[src/rtl/pipe_gap_scheduler.sv]
// -----------------------------------------------------------------------------
// pipe_gap_scheduler
//
// Shares a 5-bit Fibonacci LFSR between two pipe-slot requesters. For each
// accepted request the scheduler steps the LFSR, samples it, and turns the
// sample into a vertical gap position inside [GAP_MIN, GAP_MIN+GAP_RANGE].
// Out-of-range samples are retried up to MAX_RETRY times, after which a
// fixed mid-range gap is issued so a grant is never withheld. The two slots
// are served round-robin.
//
// Ports:
//   clk         system clock, all state on the rising edge
//   rst_n       asynchronous active-low reset
//   req[1:0]    level request per slot, held until its gnt bit is seen
//   pause       blocks new requests from being accepted while in IDLE
//   lfsr_step   one-cycle pulse; LFSR advances on the closing edge
//   lfsr_data   current LFSR value (valid the cycle after lfsr_step)
//   gnt[1:0]    one-hot, one-cycle grant pulse
//   gap_y[5:0]  gap position, valid with gnt, holds its value otherwise
//   reject_cnt  (only with GAP_STATS_EN) saturating count of rejected samples
//   lfsr_err    sticky flag, set when an all-zero LFSR value is sampled
//
// Optional feature macro: GAP_STATS_EN (adds reject_cnt[7:0]).
// -----------------------------------------------------------------------------
module pipe_gap_scheduler #(
    parameter int GAP_MIN   = 4,
    parameter int GAP_RANGE = 15,
    parameter int MAX_RETRY = 3
) (
    input  logic       clk,
    input  logic       rst_n,
    input  logic [1:0] req,
    input  logic       pause,
    output logic       lfsr_step,
    input  logic [4:0] lfsr_data,
    output logic [1:0] gnt,
    output logic [5:0] gap_y,
`ifdef GAP_STATS_EN
    output logic [7:0] reject_cnt,
`endif
    output logic       lfsr_err
);

    localparam int                 RETRY_W      = (MAX_RETRY < 1) ? 1 : $clog2(MAX_RETRY + 1);
    localparam logic [RETRY_W-1:0] RETRY_LAST   = RETRY_W'(MAX_RETRY);
    localparam logic [5:0]         GAP_BASE     = 6'(GAP_MIN);
    localparam logic [5:0]         GAP_LIMIT    = 6'(GAP_RANGE);
    localparam logic [5:0]         GAP_FALLBACK = 6'(GAP_MIN + (GAP_RANGE >> 1));

    typedef enum logic [1:0] {
        IDLE,
        STEP,
        SAMPLE,
        GRANT
    } state_t;

    state_t             state_q,  state_d;
    logic [RETRY_W-1:0] retry_q,  retry_d;
    logic               rr_q,     rr_d;
    logic               winner_q, winner_d;
    logic [1:0]         gnt_q,    gnt_d;
    logic               step_q,   step_d;
    logic [5:0]         gap_q,    gap_d;
    logic               err_q,    err_d;
`ifdef GAP_STATS_EN
    logic [7:0]         rej_q,    rej_d;
`endif

    logic [4:0] offset;
    logic       sample_ok;
    logic [1:0] winner_onehot;

    // A zero sample wraps the offset to 31, but it is rejected explicitly
    // anyway so the range check never has to reason about the wrap.
    always_comb begin
        offset        = lfsr_data - 5'd1;
        sample_ok     = (lfsr_data != 5'd0) && ({1'b0, offset} <= GAP_LIMIT);
        winner_onehot = winner_q ? 2'b10 : 2'b01;
    end

    // Next-state logic. Outputs are computed one cycle ahead so that
    // lfsr_step and gnt come straight from flops.
    always_comb begin
        state_d  = state_q;
        retry_d  = retry_q;
        rr_d     = rr_q;
        winner_d = winner_q;
        gnt_d    = 2'b00;
        step_d   = 1'b0;
        gap_d    = gap_q;
        err_d    = err_q;
`ifdef GAP_STATS_EN
        rej_d    = rej_q;
`endif

        case (state_q)
            IDLE: begin
                retry_d = '0;
                if (!pause && (req != 2'b00)) begin
                    // Pointer slot wins if it asks; otherwise the other one must be asking.
                    winner_d = req[rr_q] ? rr_q : ~rr_q;
                    state_d  = STEP;
                    step_d   = 1'b1;
                end
            end

            STEP: begin
                state_d = SAMPLE;
            end

            SAMPLE: begin
                if (lfsr_data == 5'd0) begin
                    err_d = 1'b1;
                end
`ifdef GAP_STATS_EN
                if (!sample_ok && (rej_q != 8'hFF)) begin
                    rej_d = rej_q + 8'd1;
                end
`endif
                if (sample_ok) begin
                    gap_d   = GAP_BASE + {1'b0, offset};
                    gnt_d   = winner_onehot;
                    state_d = GRANT;
                end else if (retry_q < RETRY_LAST) begin
                    retry_d = retry_q + 1'b1;
                    step_d  = 1'b1;
                    state_d = STEP;
                end else begin
                    gap_d   = GAP_FALLBACK;
                    gnt_d   = winner_onehot;
                    state_d = GRANT;
                end
            end

            GRANT: begin
                rr_d    = ~winner_q;
                state_d = IDLE;
            end

            default: begin
                state_d = IDLE;
            end
        endcase
    end

    always_ff @(posedge clk or negedge rst_n) begin
        if (!rst_n) begin
            state_q  <= IDLE;
            retry_q  <= '0;
            rr_q     <= 1'b0;
            winner_q <= 1'b0;
            gnt_q    <= 2'b00;
            step_q   <= 1'b0;
            gap_q    <= 6'd0;
            err_q    <= 1'b0;
`ifdef GAP_STATS_EN
            rej_q    <= 8'd0;
`endif
        end else begin
            state_q  <= state_d;
            retry_q  <= retry_d;
            rr_q     <= rr_d;
            winner_q <= winner_d;
            gnt_q    <= gnt_d;
            step_q   <= step_d;
            gap_q    <= gap_d;
            err_q    <= err_d;
`ifdef GAP_STATS_EN
            rej_q    <= rej_d;
`endif
        end
    end

    assign lfsr_step = step_q;
    assign gnt       = gnt_q;
    assign gap_y     = gap_q;
    assign lfsr_err  = err_q;
`ifdef GAP_STATS_EN
    assign reject_cnt = rej_q;
`endif

endmodule

[config.mk]
export PLATFORM = sky130hd
export DESIGN_NAME = pipe_gap_scheduler
export DESIGN_NICKNAME = d
export VERILOG_FILES = /design/src/rtl/pipe_gap_scheduler.sv
export SDC_FILE = /design/constraint.sdc
export NUM_CORES = 1
export LEC_CHECK = 0
export ABC_AREA = 1
export BUFFER_PORTS_ARGS = -buffer_cell sky130_fd_sc_hd__buf_2
export CORE_MARGIN = 2
export CORE_UTILIZATION = 47
export DETAILED_ROUTE_END_ITERATION = 10
export GPL_TIMING_DRIVEN = 0
export PLACE_DENSITY = 0.69
export SLEW_MARGIN = 0
export SYNTH_ARGS = -nofsm -noshare
export SYNTH_HDL_FRONTEND = slang
export SYNTH_SLANG_ARGS = --single-unit
[constraint.sdc]
create_clock -name clk -period 1 [get_ports clk]
set_input_delay 0.15 -clock clk [delete_from_list [all_inputs] [get_ports clk]]
set_output_delay 0.15 -clock clk [all_outputs]
set_load 0.01 [all_outputs]
# == Yosys cells after proc, flatten, opt, wreduce, memory -nomap -nowiden ==
# Cells that the tools add are included.
# totals
ff_bits,16
latchBits,0
ram_bits,0
romBits,0
input_bits,10
wordCells,55
n_memories,0
# classes
n_addsub,3
multipliers,0
n_div,0
magnitude_cmp,3
eq_ne,7
n_shift,0
n_mux,20
n_bitwise,2
reduce_logical,12
# ops
cell,n
2-to-1 mux 2 bit,9
2-to-1 mux 6 bit,2
"!= test 2 bit, second input constant",4
one-hot mux 2 bit (4 select lines),1
"adder 3 x 5 -> 6 bit, first input constant",1
2-to-1 mux 1 bit,6
AND reduction 2 bit,3
"less-or-equal comparator 5 x 4 -> 1 bit, second input constant",1
zero test 5 bit,1
nonzero test 5 bit,1
"subtractor 5 x 1 -> 5 bit, second input constant",1
"equality test 2 bit, second input constant",2
one-hot mux 2 bit (2 select lines),1
nonzero test 2 bit,2
AND reduction 3 bit,1
"adder 2 x 1 -> 2 bit, second input constant",1
"equality test 2 x 1 -> 1 bit, second input constant",1
logical AND 1 bit,2
zero test 2 bit,1
"less-than comparator 1 x 2 -> 1 bit, second input constant",1
"less-than comparator 2 bit, second input constant",1
inverter 1 bit,2
one-hot mux 1 bit (2 select lines),1
zero test 1 bit,1

# == Logic depth before layout (Yosys ltp) ==
# logic_depth
depth_word,5
mapped_depth,16

# == Worst setup path before layout ==
# No wires, ideal clock.
# synth_timing
kind,input -> register
startpoint,input lfsr_data[0]
endpoint,register state_q[1]
arrival_ns,1.460
path_slack_ns,-0.580
cell_stages,15
path_cell_list,inv_1 > ha_1 > inv_1 > nand2_2 > nand2_2 > inv_1 > ha_1 > nand2_1 > nand2_1 > nor2_4 > nand2_4 > nand2_4 > nand2_8 > nand2_8 > nand2_1
# synth_via
elab_chain_cells,5
# synth_rtl
element,line,source
"start, declared",35,"input logic [4:0] lfsr_data,"
subtractor 5 x 1 -> 5 bit,76,offset = lfsr_data - 5'd1;
less-or-equal comparator 5 x 4 -> 1 bit,77,"sample_ok = (lfsr_data != 5'd0) && ({1'b0, offset} <= GAP_LIMIT);"
logical AND 1 bit (*),77,
2-to-1 mux 2 bit (*),120,if (sample_ok) begin
one-hot mux 2 bit (4 select lines) (*),96,case (state_q)
"end signal, assigned",160,state_q <= state_d;
"end, declared",57,"state_t state_q, state_d;"
# Mark *: on every way between the ends. The rest lies on a longest branch, timed or not.
# A chain may end at the register's enable or synchronous reset.

# == Final worst setup path ==
# Ends and elaborated chain as after synthesis.

==> results.py <==
metrics = {
    "place": {
        "pre_cts_ws_ns": -0.683,
        "place_inst": 145,
        "place_congestion": 0.684,
        "port_buffers": 19,
        "post_dp_cell_area_mm2": 0.00108,
        "hpwl_um": 1190,
    },
    "synth": {
        "netlist_area_um2": 903,
        "yosys.cell_types.count": 21,
        "syn_nets": 115,
        "syn_avg_cell_area_um2": 8.94,
        "synth_seq_area_share": 0.443,
        "ys_warn_count": 0,
        "syn_inst": 101,
        "synth_seq_cells": 16,
    },
    "clocking": {
        "tritoncts": "yes",
        "root_buffer": "clkbuf_4",
        "h-tree-depth": 1,
        "clock_path_buffers": 2,
        "clk_latency_ns": 0.29,
        "cts_sinks": 16,
        "clk_pin_slew_ns": 0.10,
        "cts_buffers": 3,
    },
    "sta": {
        "rsz0062_at_grt": "true",
        "skew_ns": 0.00366,
        "slew_violations": 0,
        "worst_pin_slew_ns": 0.426,
        "timing.final.ws_setup_ns": -0.238,
        "setup_tns_ns": -2.45,
        "fin_crit_ns": 1.24,
        "finalHoldViolations": 0,
        "max_slew_margin": 0.715,
        "max_freq_mhz": 808,
        "hold-worst-slack_ns": 0.166,
        "finalSetupViolCount": 12,
        "timing.final.crit_share": 1.24,
    },
    "grt": {
        "antenna_found_initial": 0,
        "grt_pass1_vias": 749,
        "grt_pass1_wl_um": 3040,
        "grt_max_degree": 17,
        "grt.overflow.total": 0,
        "track_usage": 0.189,
    },
    "worst_setup_path": {
        "worst_setup_path_start_kind": "primary input",
        "cp_slowest_cell": "ha_4",
        "critical-path-max-stage-delay_ns": 0.15,
        "worstPathMaxFanout": 8,
        "critical_path_class": "in -> reg",
        "end_kind": "flip-flop",
        "crit_family": "simple AND/OR/NAND/NOR gates",
        "cp_data_arrival_time_ns": 1.42,
        "path_common_cell": "nand2_2",
        "crit_path_cell_trace": "buf_12, inv_12, ha_4, inv_2, nand2_2, nand2_4, inv_4, ha_4, nand2_2, nand2_2, nor2_4, nand2_4, nand2_4, nand2_8, nand2_8, nand2_2",
        "worst-path-buf-inv": 4,
        "cp.required_ns": 1.18,
    },
    "detailed_routing": {
        "drc": 0,
        "routed_wirelength_um": 1790,
        "detail_route.wl_per_cell_um": 10.9,
        "firstDrtPassIters": 4,
        "vias_per_cell": 4.78,
        "first_iter_violations": 9,
        "vias": 784,
        "ant_nets": 0,
    },
    "job": {
        "max-cap-violations": 0,
    },
    "die": {
        "floorplan.core_area_mm2": 0.00176,
        "dieArea_mm2": 0.00229,
        "rows": 15,
        "dieWidth_um": 47.8,
        "start_util": 0.512,
        "die_h_um": 47.8,
        "ios": 20,
    },
    "finish": {
        "post-route-util": 0.755,
        "drive_gt1_frac": 0.576,
        "area_growth_pct": 47.4,
        "fin_cells": 164,
        "fin_nets": 154,
        "diodes": 0,
        "final_design_area_no_fill_mm2": 0.00133,
    },
    "power": {
        "power_density_mw_per_mm2": 2290,
        "ir_drop_mv": 1.59,
        "finalPower_mw": 3.05,
        "p_leak_nw": 0.686,
    },
    "worst_hold_path": {
        "hold_path.class": "in -> reg",
    },
    "status": {
        "violations": "setup timing",
        "status": "finished with violations",
    },
}
sequential cells by signal (all words and copies together), names as in the netlist:
signal / count
retry_q: 2
rr_q: 1
gnt: 2
winner_q: 1
state_q: 2
lfsr_step: 1
gap_y: 6
lfsr_err: 1
cells in the mapped netlist (all sizes together):
master / count / area share
a21boi: 1 / 0.0083
o22ai: 1 / 0.0069
nand4: 1 / 0.0069
nand3: 9 / 0.050
nand3b: 1 / 0.0083
a31oi: 1 / 0.0069
o21ai: 2 / 0.011
inv: 14 / 0.058
nand2: 36 / 0.24
nor2: 10 / 0.073
dfrtp: 16 / 0.44
a21oi: 3 / 0.017
o21bai: 2 / 0.017
ha: 4 / 0.055
where the power goes:
group / internal (mW) / switching (mW) / total (mW)
logic: 0.733 / 0.794 / 1.53
registers: 0.894 / 0.198 / 1.09
clock network: 0.222 / 0.209 / 0.431
cells by family (layout without fill, tap and decap cells):
logic type	count (synthesis)	in the layout	synth area share
adder cells (fa/ha/maj)	4	4	0.0554
AO/OA/AOI/OAI	10	10	0.0665
buffers and inverters	14	52	0.0582
AND/OR/NAND/NOR	57	57	0.377
flip-flops	16	16	0.443
layer usage:
metal / share of wire / global-route usage
met2: 0.48 / 0.317
met1: 0.47 / 0.245
met5: 0 / 0
met3: 0.032 / 0.0340
met4: 0.015 / 0.0649
cells in the final DEF (no fill, tap or decap), types with 2 or more instances in the layout:
cell,n
buf_2,16
nand2_1,15
dfrtp_1,15
nand2_2,14
buf_4,12
nand3_1,8
inv_2,6
nand2_4,5
inv_1,5
nor2_2,3
nor2_1,3
nor2_4,3
clkbuf_4,3
buf_6,3
inv_12,2
nand2_8,2
o21bai_1,2
a21oi_1,2
ha_1,2
ha_4,2
final timing paths:
| check | start | end | slack, ns | depth (start not counted) |
|---|---|---|---|---|
| min reg2reg | lfsr_err | lfsr_err | 0.48 | 1 |
| max in group asynchronous | rst_n | state_q[0] | 0.44 | 2 |
| max reg2reg | retry_q[0] | state_q[1] | -0.17 | 5 |
| min in group asynchronous | rst_n | rr_q | 0.29 | 2 |
| min | req[0] | winner_q | 0.17 | 4 |
| max | lfsr_data[0] | state_q[1] | -0.24 | 16 |
area by class of cell:
| cell class | instances | area, um^2 |
|---|---|---|
| well taps | 25 | 31.3 |
| fillers | 140 | 433 |
| repair buffers | 34 | 249 |
| clock buffers | 4 | 36.3 |
| multi-input cells | 71 | 533 |
| flip-flops and latches | 16 | 402 |
| inverters | 14 | 80.1 |
timing repair:
item | CTS | global route
hold buffers | 1 | 0
gates cloned | 0 | 0
endpoints found under the hold margin | 16 | 0
endpoints found under the setup margin | 14 | 21
resized for setup | 15 | 14
pin swaps | 8 | 6
setup buffers | 7 | 7
tightest hold or removal path, stage by stage:
cell	delay [ns]
buf_2	0.08
o21ai_0	0.08
nand2_1	0.06
o21ai_1	0.05
(Power assumes the default switching activity.)
